`src/rtl/inta_sequencer.sv`:
```
// 8259-style INTA sequencer: raises INT, runs the two-pulse acknowledge, drives the vector, keeps the ISR.
// Optional build macro AUTO_EOI_EN clears the serviced ISR bit automatically after the acknowledge ends.
module inta_sequencer (
  input  logic       clk,
  input  logic       reset,
  input  logic [7:0] interrupt,
  input  logic       inta_n,
  input  logic [4:0] vector_base,
  input  logic       eoi_valid,
  input  logic       eoi_specific,
  input  logic [2:0] eoi_level,
  output logic       int_out,
  output logic [7:0] in_service_register,
  output logic [7:0] data_out,
  output logic       data_out_en,
  output logic [2:0] last_serviced
);

  typedef enum logic [1:0] {IDLE, REQ, ACK1, ACK2} state_t;

  state_t     state;
  logic       inta_prev;
  logic [2:0] frozen_level;
  logic       inta_fall;
  logic       inta_rise;
  logic [2:0] req_level;
  logic [7:0] set_mask;
  logic [7:0] clr_mask;
  logic [7:0] isr_next;

  assign inta_fall = !inta_n && inta_prev;
  assign inta_rise = inta_n && !inta_prev;

  always_comb begin
    req_level = 3'd0;
    for (int i = 7; i >= 0; i--) begin
      if (interrupt[i]) req_level = 3'(i);
    end
  end

  assign set_mask = (state == REQ && inta_fall && interrupt != 8'h00) ? (8'h01 << req_level) : 8'h00;

`ifdef AUTO_EOI_EN
  logic auto_pending;
  logic serviced_real;

  // Remember whether the current acknowledge was real, then clear its bit one cycle after IDLE is reached.
  always_ff @(posedge clk or posedge reset) begin
    if (reset) begin
      auto_pending  <= 1'b0;
      serviced_real <= 1'b0;
    end else begin
      if (state == REQ && inta_fall) serviced_real <= (interrupt != 8'h00);
      auto_pending <= (state == ACK2 && inta_rise && serviced_real);
    end
  end
`endif

  always_comb begin
    clr_mask = 8'h00;
    if (eoi_valid) begin
      if (eoi_specific) clr_mask = 8'h01 << eoi_level;
      else              clr_mask = in_service_register & ~(in_service_register - 8'd1);
    end
`ifdef AUTO_EOI_EN
    if (auto_pending) clr_mask = clr_mask | (8'h01 << frozen_level);
`endif
    // Set is applied after clear so a same-cycle set of the same bit wins.
    isr_next = (in_service_register & ~clr_mask) | set_mask;
  end

  always_ff @(posedge clk or posedge reset) begin
    if (reset) begin
      state               <= IDLE;
      int_out             <= 1'b0;
      in_service_register <= 8'h00;
      data_out            <= 8'h00;
      data_out_en         <= 1'b0;
      last_serviced       <= 3'd7;
      inta_prev           <= 1'b1;
      frozen_level        <= 3'd7;
    end else begin
      inta_prev           <= inta_n;
      in_service_register <= isr_next;
      case (state)
        IDLE: begin
          if (interrupt != 8'h00) begin
            state   <= REQ;
            int_out <= 1'b1;
          end
        end
        REQ: begin
          if (inta_fall) begin
            state   <= ACK1;
            int_out <= 1'b0;
            // A request that vanished before the acknowledge is spurious and reports level 7.
            if (interrupt != 8'h00) begin
              frozen_level  <= req_level;
              last_serviced <= req_level;
            end else begin
              frozen_level  <= 3'd7;
            end
          end
        end
        ACK1: begin
          if (inta_fall) begin
            state       <= ACK2;
            data_out    <= {vector_base, frozen_level};
            data_out_en <= 1'b1;
          end
        end
        ACK2: begin
          if (inta_rise) begin
            state       <= IDLE;
            data_out    <= 8'h00;
            data_out_en <= 1'b0;
          end
        end
        default: state <= IDLE;
      endcase
    end
  end

endmodule

```
`config.mk`:
```
export PLATFORM = sky130hd
export DESIGN_NAME = inta_sequencer
export DESIGN_NICKNAME = d
export VERILOG_FILES = /design/src/rtl/inta_sequencer.sv
export SDC_FILE = /design/constraint.sdc
export NUM_CORES = 1
export LEC_CHECK = 0
export CORE_MARGIN = 2
export CORE_UTILIZATION = 25
export CTS_CLUSTER_DIAMETER = 100
export CTS_CLUSTER_SIZE = 10
export DETAILED_ROUTE_END_ITERATION = 6
export PLACE_DENSITY = 0.54
export RECOVER_POWER = 25
export SYNTH_ARGS = -nofsm -noshare
export SYNTH_HDL_FRONTEND = slang
export SYNTH_SLANG_ARGS = --single-unit
```
`constraint.sdc`:
```
create_clock -name clk -period 1.9 [get_ports clk]
set_input_delay 0.38 -clock clk [delete_from_list [all_inputs] [get_ports clk]]
set_output_delay 0.38 -clock clk [all_outputs]
set_load 0.05 [all_outputs]
```
; ---- Word-level counts from Yosys, hierarchy flattened
; Cells that the tools add are included.
[op_classes]
bitwise_logic = 5
eq_ne = 7
mux = 26
add_sub_neg = 1
n_shift = 2
n_reduce_logical = 15
[op_table]
columns = cell, count
row1 = 2-to-1 mux 8 bit, 5
row2 = 2-to-1 mux 3 bit, 9
row3 = bitwise AND 8 bit, 2
row4 = inverter 8 bit, 2
row5 = one-hot mux 8 bit (2 select lines), 1
row6 = "left shift 1 x 3 -> 8 bit, first input constant", 2
row7 = AND reduction 3 bit, 3
row8 = 2-to-1 mux 2 bit, 4
row9 = "inequality test 2 bit, second input constant", 4
row10 = bitwise OR 8 bit, 1
row11 = one-hot mux 2 bit (4 select lines), 1
row12 = nonzero test 8 bit, 1
row13 = "subtractor 8 x 1 -> 8 bit, second input constant", 1
row14 = "equality test 2 bit, second input constant", 2
row15 = logical AND 1 bit, 4
row16 = 2-to-1 mux 1 bit, 4
row17 = one-hot mux 1 bit (2 select lines), 2
row18 = AND reduction 4 bit, 1
row19 = nonzero test 2 bit, 2
row20 = "equality test 2 x 1 -> 1 bit, second input constant", 1
row21 = logical NOT 1 bit, 2
row22 = logical NOT 2 bit, 1
row23 = AND reduction 2 bit, 1
[word_totals]
elab_cells = 64
output_inout_bits = 21
regBits = 27
in_bits = 21

; ---- Longest topological paths before layout
; Gate-level depths: netlist (run 1).
[depth]
ltp_word = 11
ltp_mapped = 6
ltp_nobuf = 6

; ---- Worst setup path after synthesis (run 1)
; Ideal clock, no wire load.
[synth_path]
path_kind = flip-flop to flip-flop
startpoint = reg in_service_register[1]
endpoint = reg in_service_register[7]
synth_period_minus_slack_ps = 1902
stages_incl_launch_ff = 5
n_path_buf = 0
slack_ps = -2
setup_ps = 130
required_ps = 1770
arrival_time_ps = 1772
path_cell_list = dfrtp_1 -> or3_4 -> or4_4 -> nor4b_2 -> o22ai_1
[synth_between]
elab_chain_cells = 8
[synth_lines]
columns = item, line_no
row1 = from (decl), 13  ; output logic [7:0] in_service_register,
row2 = from (signal assigned), 84  ; in_service_register <= isr_next;
row3 = subtractor 8 x 1 -> 8 bit, 63  ; else clr_mask = in_service_register & ~(in_service_register - 8'd1);
row4 = inverter 8 bit, 63
row5 = bitwise AND 8 bit, 63
row6 = 2-to-1 mux 8 bit, 62  ; if (eoi_specific) clr_mask = 8'h01 << eoi_level;
row7 = 2-to-1 mux 8 bit, 61  ; if (eoi_valid) begin
row8 = inverter 8 bit, 69  ; isr_next = (in_service_register & ~clr_mask) | set_mask;
row9 = bitwise AND 8 bit, 69
row10 = bitwise OR 8 bit, 69
row11 = named net isr_next[7], 29  ; logic [7:0] isr_next;
; The timed path passes the listed nets, and every way through them passes these cells.
; A chain may end at the register's enable or synchronous reset.

; ---- Final worst setup path (run 1)
[layout_path]
startpoint = in eoi_specific
endpoint = reg in_service_register[5]
[layout_between]
elab_chain_cells = 5
[layout_lines]
columns = item, line_no
row1 = from (decl), 10  ; input logic eoi_specific,
row2 = 2-to-1 mux 8 bit, 62
row3 = 2-to-1 mux 8 bit, 61
row4 = inverter 8 bit, 69
row5 = bitwise AND 8 bit, 69
row6 = bitwise OR 8 bit, 69
row7 = named net isr_next[5], 29
; The timed path passes the listed nets, and every way through them passes these cells.

==> results.json, run 1 <==
{
  "p_seq_frac": 0.334,
  "nets": 233,
  "synthCells": 140,
  "syn_area_um2": 1470,
  "power.switching_uw": 1170,
  "post-dp-hpwl_mm": 2.80,
  "io_buffers": 41,
  "min_period_ns": 1.84,
  "status": "finished, final reports clean",
  "drt-total-wl_mm": 3.62,
  "vias": 1282,
  "ir_worst_vdd_v": 0.000628,
  "mostFrequentLayoutCells": "buf_4 (38), clkdlybuf4s50_1 (26), dfrtp_1 (19), nand2_1 (13)",
  "timing.hold.ws_ns": 0.459,
  "via_per_inst": 4.61,
  "syn_nets": 166,
  "seq_area_frac_synth": 0.467,
  "relSlewSlack": 0.536,
  "drive_gt1_frac": 0.340,
  "reg2reg_to": "data_out[7]$_DFFE_PP0P_",
  "timing.final.hold_violations": 0,
  "clock_latency_ns": 0.27,
  "clock-skew-final_ns": 0.00642,
  "clkPwrFrac": 0.119,
  "first_pass_iters": 4,
  "grt_pass1_vias": 1238,
  "power_density_nw_per_um2": 1270,
  "holdPathStages": 2,
  "die-width_um": 80.6,
  "hold_start": "frozen_level[2]$_DFFE_PP1P_",
  "cp_top_family": "simple AND/OR/NAND/NOR gates",
  "clkTransAtPathRegs_ns": 0.09,
  "p_int_uw": 1570,
  "grt_overflow": 0,
  "yosys_warnings": 0,
  "ys.flop_type": "dfrtp_1",
  "h-tree-depth": 1,
  "die-area_um2": 6490,
  "critPathCaptureType": "flip-flop",
  "synth-edff-count": 0,
  "cts_tree": "yes",
  "diodes": 0,
  "synth_cell_types": 41,
  "start_util": 0.263,
  "postRouteAntennaNets": 0,
  "power_frac_comb": 0.547,
  "path_class": "input pin to flip-flop",
  "fin_crit_sh": 0.970,
  "startpoint_type": "input pin",
  "critPathMaxStageDelay_ns": 0.45,
  "holdPathEnd": "frozen_level[2]$_DFFE_PP1P_",
  "grt_max_degree": 28,
  "rows": 27,
  "crit_slowest_cell": "or4_4",
  "clock_path_buffers": 2,
  "reg2reg_slack_ns": 0.12,
  "multi_input_area_um2": 753,
  "worstReg2RegStart": "state[0]$_DFFE_PP0P_",
  "cts_hold_buf": 0,
  "syn_to_final_growth_pct": 47.4,
  "crit_chain": "clkdlybuf4s50_1 -> or3_4 -> or4_4 -> a21boi_0 -> o32ai_1",
  "reg2reg_depth": 5,
  "synthesis.area_per_instance_um2": 10.5,
  "core_area_um2": 5570,
  "drc": 0,
  "p_leak_uw": 0.000948,
  "tightest_slew_ns": 0.695,
  "cap_violations": 0,
  "place_inst": 274,
  "crit_fanout": 3,
  "root_buffer": "clkbuf_8",
  "die_h_um": 80.6,
  "fmax_ghz": 0.542,
  "fillers": 568,
  "cts.sinks": 27,
  "layout_commonest_cell": "buf_4",
  "final_max_slew_viol_count": 0,
  "cts_buffers": 3,
  "ios": 42,
  "async_reset_ff_frac": 1.00,
  "rsz0062_at_grt": "no",
  "hold_path.class": "flip-flop to flip-flop",
  "wl_per_cell_um": 13.0,
  "stdcell_count": 278,
  "grt_first_pass_wirelength_mm": 6.02,
  "ys_ff_latch": 27,
  "regArea_um2": 686,
  "switching_share": 0.427,
  "drtIter0Drc": 67,
  "critPathBufInv": 1,
  "critPathArrivalTime_ns": 1.98,
  "required_ns": 2.04,
  "gp_congestion": 0.772,
  "track_usage": 0.116,
  "setup_viol_count_final": 0,
  "antenna_found_initial": 0
}
worst max-delay path by stage:
| stage | startpoint | end | slack [ns] | cells past startpoint |
|---|---|---|---|---|
| after floorplan | in_service_register[0]$_DFF_PP0_ | in_service_register[7]$_DFF_PP0_ | 0.002 | 4 |
| after global placement | interrupt[5] | state[1]$_DFFE_PP0P_ | -0.27 | 6 |
| after detailed placement | interrupt[5] | state[1]$_DFFE_PP0P_ | -0.25 | 6 |
| after CTS | interrupt[5] | state[1]$_DFFE_PP0P_ | 0.04 | 6 |
| after global routing | interrupt[5] | state[1]$_DFFE_PP0P_ | 0.007 | 6 |
| final | eoi_specific | in_service_register[5]$_DFF_PP0_ | 0.06 | 5 |
timing repair:
action,4_1_cts,5_1_grt
resized for setup,0,3
endpoints found under the setup margin,0,13
buffers inserted,0,0
cell families after synthesis:
kind of cell,Yosys count,share of synthesized area
muxes,12,0.0904
adders and majority gates,5,0.0427
and+or+nand+nor,52,0.212
AOI/OAI and AO/OA,33,0.155
buffers and inverters,11,0.0333
DFF,27,0.467
per-stage QoR:
stage | worst slack [ns] | area (um^2) | utilization | TNS, ns | total power, uW
final | 0.0561 | 2160 | 0.388 | 0 | 2740
after global routing | 0.00722 | 2160 | 0.388 | 0 | 2920
after CTS | 0.0413 | 2140 | 0.385 | 0 | 2780
after detailed placement | -0.245 | 2100 | 0.376 | -3.14 | 2430
after global placement | -0.273 | 2100 | 0.376 | -3.17 | 2420
after floorplan | 0.00161 | 1470 | - | 0 | 1900
power by group through the flow:
stage / Clock (uW) / Combinational (uW) / Sequential [uW]
CTS: 351 / 1510 / 922
global placement: 0 / 1490 / 932
floorplan: 0 / 509 / 1390
detailed placement: 0 / 1500 / 930
finish: 326 / 1500 / 917
global route: 372 / 1610 / 942
cell usage after synthesis (3+ instances only):
cell     count  area [um^2]
nor2_1       9         33.8
o21ai_0      9         45.0
o32ai_1      3         26.3
inv_1        7         26.3
nand3_1      4         20.0
ha_1         5         62.6
o31ai_1      3         22.5
mux2_2      10          113
dfstp_2      7          184
dfrtp_1     20          500
nor2b_1     10         62.6
a21oi_1      5         25.0
nand2_1     13         48.8
worst reg2reg max path: stages, from the launching register on:
cell and delay, ns:
dfrtp_1 0.38, inv_1 0.06, ha_1 0.21, or3b_2 0.51, o21ai_4 0.15, mux2_2 0.37
routing by layer:
metal	wire length (um)	vias up	share of wire	track usage
met2	1670	23	0.46	0.188
met4	10	0	0.0028	0.0136
li1	-	639	-	-
met3	175	2	0.048	0.0315
met5	0	-	0	0
met1	1760	618	0.49	0.160
sequential cells by signal, summed over array words and instances, names as in the netlist:
name                 cells
data_out                 8
int_out                  1
in_service_register      8
last_serviced            3
inta_prev                1
state                    2
data_out_en              1
frozen_level             3
cell type report:
class / instances / share of cell area
clock buffers: 3 / 0.0191
clock inverters: 1 / 0.00231
inverters: 7 / 0.0122
multi-input cells: 102 / 0.348
flip-flops and latches: 27 / 0.317
well taps: 72 / 0.0417
repair buffers: 66 / 0.259
(Power assumes the default switching activity.)
==> inputs of run 2 (changes only) <==
--- a/config.mk
+++ b/config.mk
@@ -5,12 +5,14 @@
 export SDC_FILE = /design/constraint.sdc
 export NUM_CORES = 1
 export LEC_CHECK = 0
+export ABC_CLOCK_PERIOD_IN_PS = 1900
 export CORE_MARGIN = 2
 export CORE_UTILIZATION = 25
 export CTS_CLUSTER_DIAMETER = 100
 export CTS_CLUSTER_SIZE = 10
 export DETAILED_ROUTE_END_ITERATION = 6
-export PLACE_DENSITY = 0.54
+export DONT_BUFFER_PORTS = 1
+export PLACE_DENSITY = 0.45
 export RECOVER_POWER = 25
 export SYNTH_ARGS = -nofsm -noshare
 export SYNTH_HDL_FRONTEND = slang
==> results.json, run 2 (synthesis gave the netlist of run 1 again) <==
{
  "clock_path_buffers": 2,
  "rows": 27,
  "crit_slowest_cell": "or3b_2",
  "wl_per_cell_um": 15.7,
  "rsz0062_at_grt": "no",
  "cts_hold_buf": 0,
  "worstReg2RegStart": "state[0]$_DFFE_PP0P_",
  "power_density_nw_per_um2": 1440,
  "die-area_um2": 6490,
  "post-dp-hpwl_mm": 2.74,
  "grt_max_degree": 28,
  "clock-skew-final_ns": 0.00373,
  "start_util": 0.263,
  "layout_commonest_cell": "dfrtp_1",
  "crit_chain": "inv_1 -> ha_1 -> or3b_2 -> o21ai_4 -> mux2_2",
  "regArea_um2": 686,
  "fmax_ghz": 0.550,
  "reg2reg_to": "data_out[7]$_DFFE_PP0P_",
  "nets": 180,
  "grt_overflow": 0,
  "reg2reg_depth": 5,
  "core_area_um2": 5570,
  "cts_buffers": 3,
  "clock_latency_ns": 0.27,
  "cap_violations": 0,
  "gp_congestion": 0.751,
  "h-tree-depth": 1,
  "critPathArrivalTime_ns": 1.99,
  "drtIter0Drc": 66,
  "final_max_slew_viol_count": 0,
  "multi_input_area_um2": 741,
  "cts.sinks": 27,
  "setup_viol_count_final": 0,
  "fin_tns_setup_ns": 0,
  "track_usage": 0.112,
  "mostFrequentLayoutCells": "dfrtp_1 (19), nand2_1 (13), buf_4 (12), nor2b_1 (10), mux2_2 (10)",
  "fin_crit_sh": 0.956,
  "antenna_found_initial": 0,
  "drive_gt1_frac": 0.268,
  "via_per_inst": 4.93,
  "cts-resized-gates": 0,
  "drc": 0,
  "postCtsSetupBuffers": 0,
  "timing.final.hold_violations": 0,
  "hold_start": "inta_n",
  "path_class": "flip-flop to flip-flop",
  "cts_tree": "yes",
  "relSlewSlack": 0.0155,
  "startpoint_type": "flip-flop",
  "critPathMaxStageDelay_ns": 0.50,
  "first_pass_iters": 4,
  "fillers": 580,
  "holdPathStages": 0,
  "critPathCaptureType": "flip-flop",
  "setup.worst_path.start": "state[0]$_DFFE_PP0P_",
  "holdPathEnd": "inta_prev$_DFF_PP1_",
  "ios": 42,
  "diodes": 0,
  "crit_fanout": 8,
  "vias": 1109,
  "die-width_um": 80.6,
  "die_h_um": 80.6,
  "ir_worst_vdd_v": 0.000400,
  "grt_first_pass_wirelength_mm": 5.69,
  "root_buffer": "clkbuf_8",
  "p_leak_uw": 0.000711,
  "hold_path.class": "input pin to flip-flop",
  "power.total_uw": 2420,
  "tightest_slew_ns": 1.48,
  "io_buffers": 0,
  "status": "finished, final reports clean",
  "largestRegisters": "data_out (8), in_service_register (8)",
  "drt-total-wl_mm": 3.53,
  "reg2reg_slack_ns": 0.08,
  "required_ns": 2.07,
  "grt_pass1_vias": 1100,
  "clkTransAtPathRegs_ns": 0.10,
  "utilization": 0.302,
  "postRouteAntennaNets": 0,
  "min_period_ns": 1.82,
  "syn_to_final_growth_pct": 14.8
}
## run 2: area by class of cell
type                    count  share of cell area
inverters                   7              0.0156
well taps                  72              0.0535
flip-flops and latches     27               0.407
clock buffers               3              0.0245
multi-input cells         102               0.440
clock inverters             1             0.00297
repair buffers             13              0.0558
## run 2: per-stage QoR
step | setup WS [ns] | hold WS, ns | cells | cell area (um^2)
2_1_floorplan | 0.00161 | 0.384 | 140 | 1470
3_3_place_gp | 0.103 | 0.354 | 221 | 1630
3_5_place_dp | 0.0453 | 0.362 | 221 | 1630
4_1_cts | 0.0307 | 0.0512 | 225 | 1680
5_1_grt | 0.0180 | 0.0704 | 225 | 1680
6_report | 0.0827 | 0.0905 | 225 | 1680
## run 2: where the power goes
part	switching (uW)	leakage [uW]	internal [uW]
Sequential	567	0.000325	803
Clock	186	0.0000255	147
Combinational	367	0.000360	347
## run 2: worst max-delay path by stage
stage / end / slack (ns) / cells past startpoint
3_3_place_gp: data_out[3]$_DFFE_PP0P_ / 0.10 / 5
4_1_cts: data_out[7]$_DFFE_PP0P_ / 0.03 / 5
2_1_floorplan: in_service_register[7]$_DFF_PP0_ / 0.002 / 4
6_report: data_out[7]$_DFFE_PP0P_ / 0.08 / 5
5_1_grt: data_out[7]$_DFFE_PP0P_ / 0.02 / 5
3_5_place_dp: data_out[7]$_DFFE_PP0P_ / 0.05 / 5
## run 2: per-layer routing
| layer | up-vias | wire length, um | global-route usage |
|---|---|---|---|
| li1 | 532 | - | - |
| met1 | 548 | 1490 | 0.143 |
| met2 | 25 | 1790 | 0.186 |
| met3 | 4 | 218 | 0.0292 |
| met4 | 0 | 36 | 0.0356 |
| met5 | - | 0 | 0 |
## run 2: worst max-delay path: cells and delay by family (launching register included)
kind / cells / cell delay (ns)
AND/OR/NAND/NOR: 1 / 0.50
flip-flops: 1 / 0.39
multiplexers: 1 / 0.37
adder cells (fa/ha/maj): 1 / 0.21
AO/OA/AOI/OAI: 1 / 0.14
buffers and inverters: 1 / 0.10
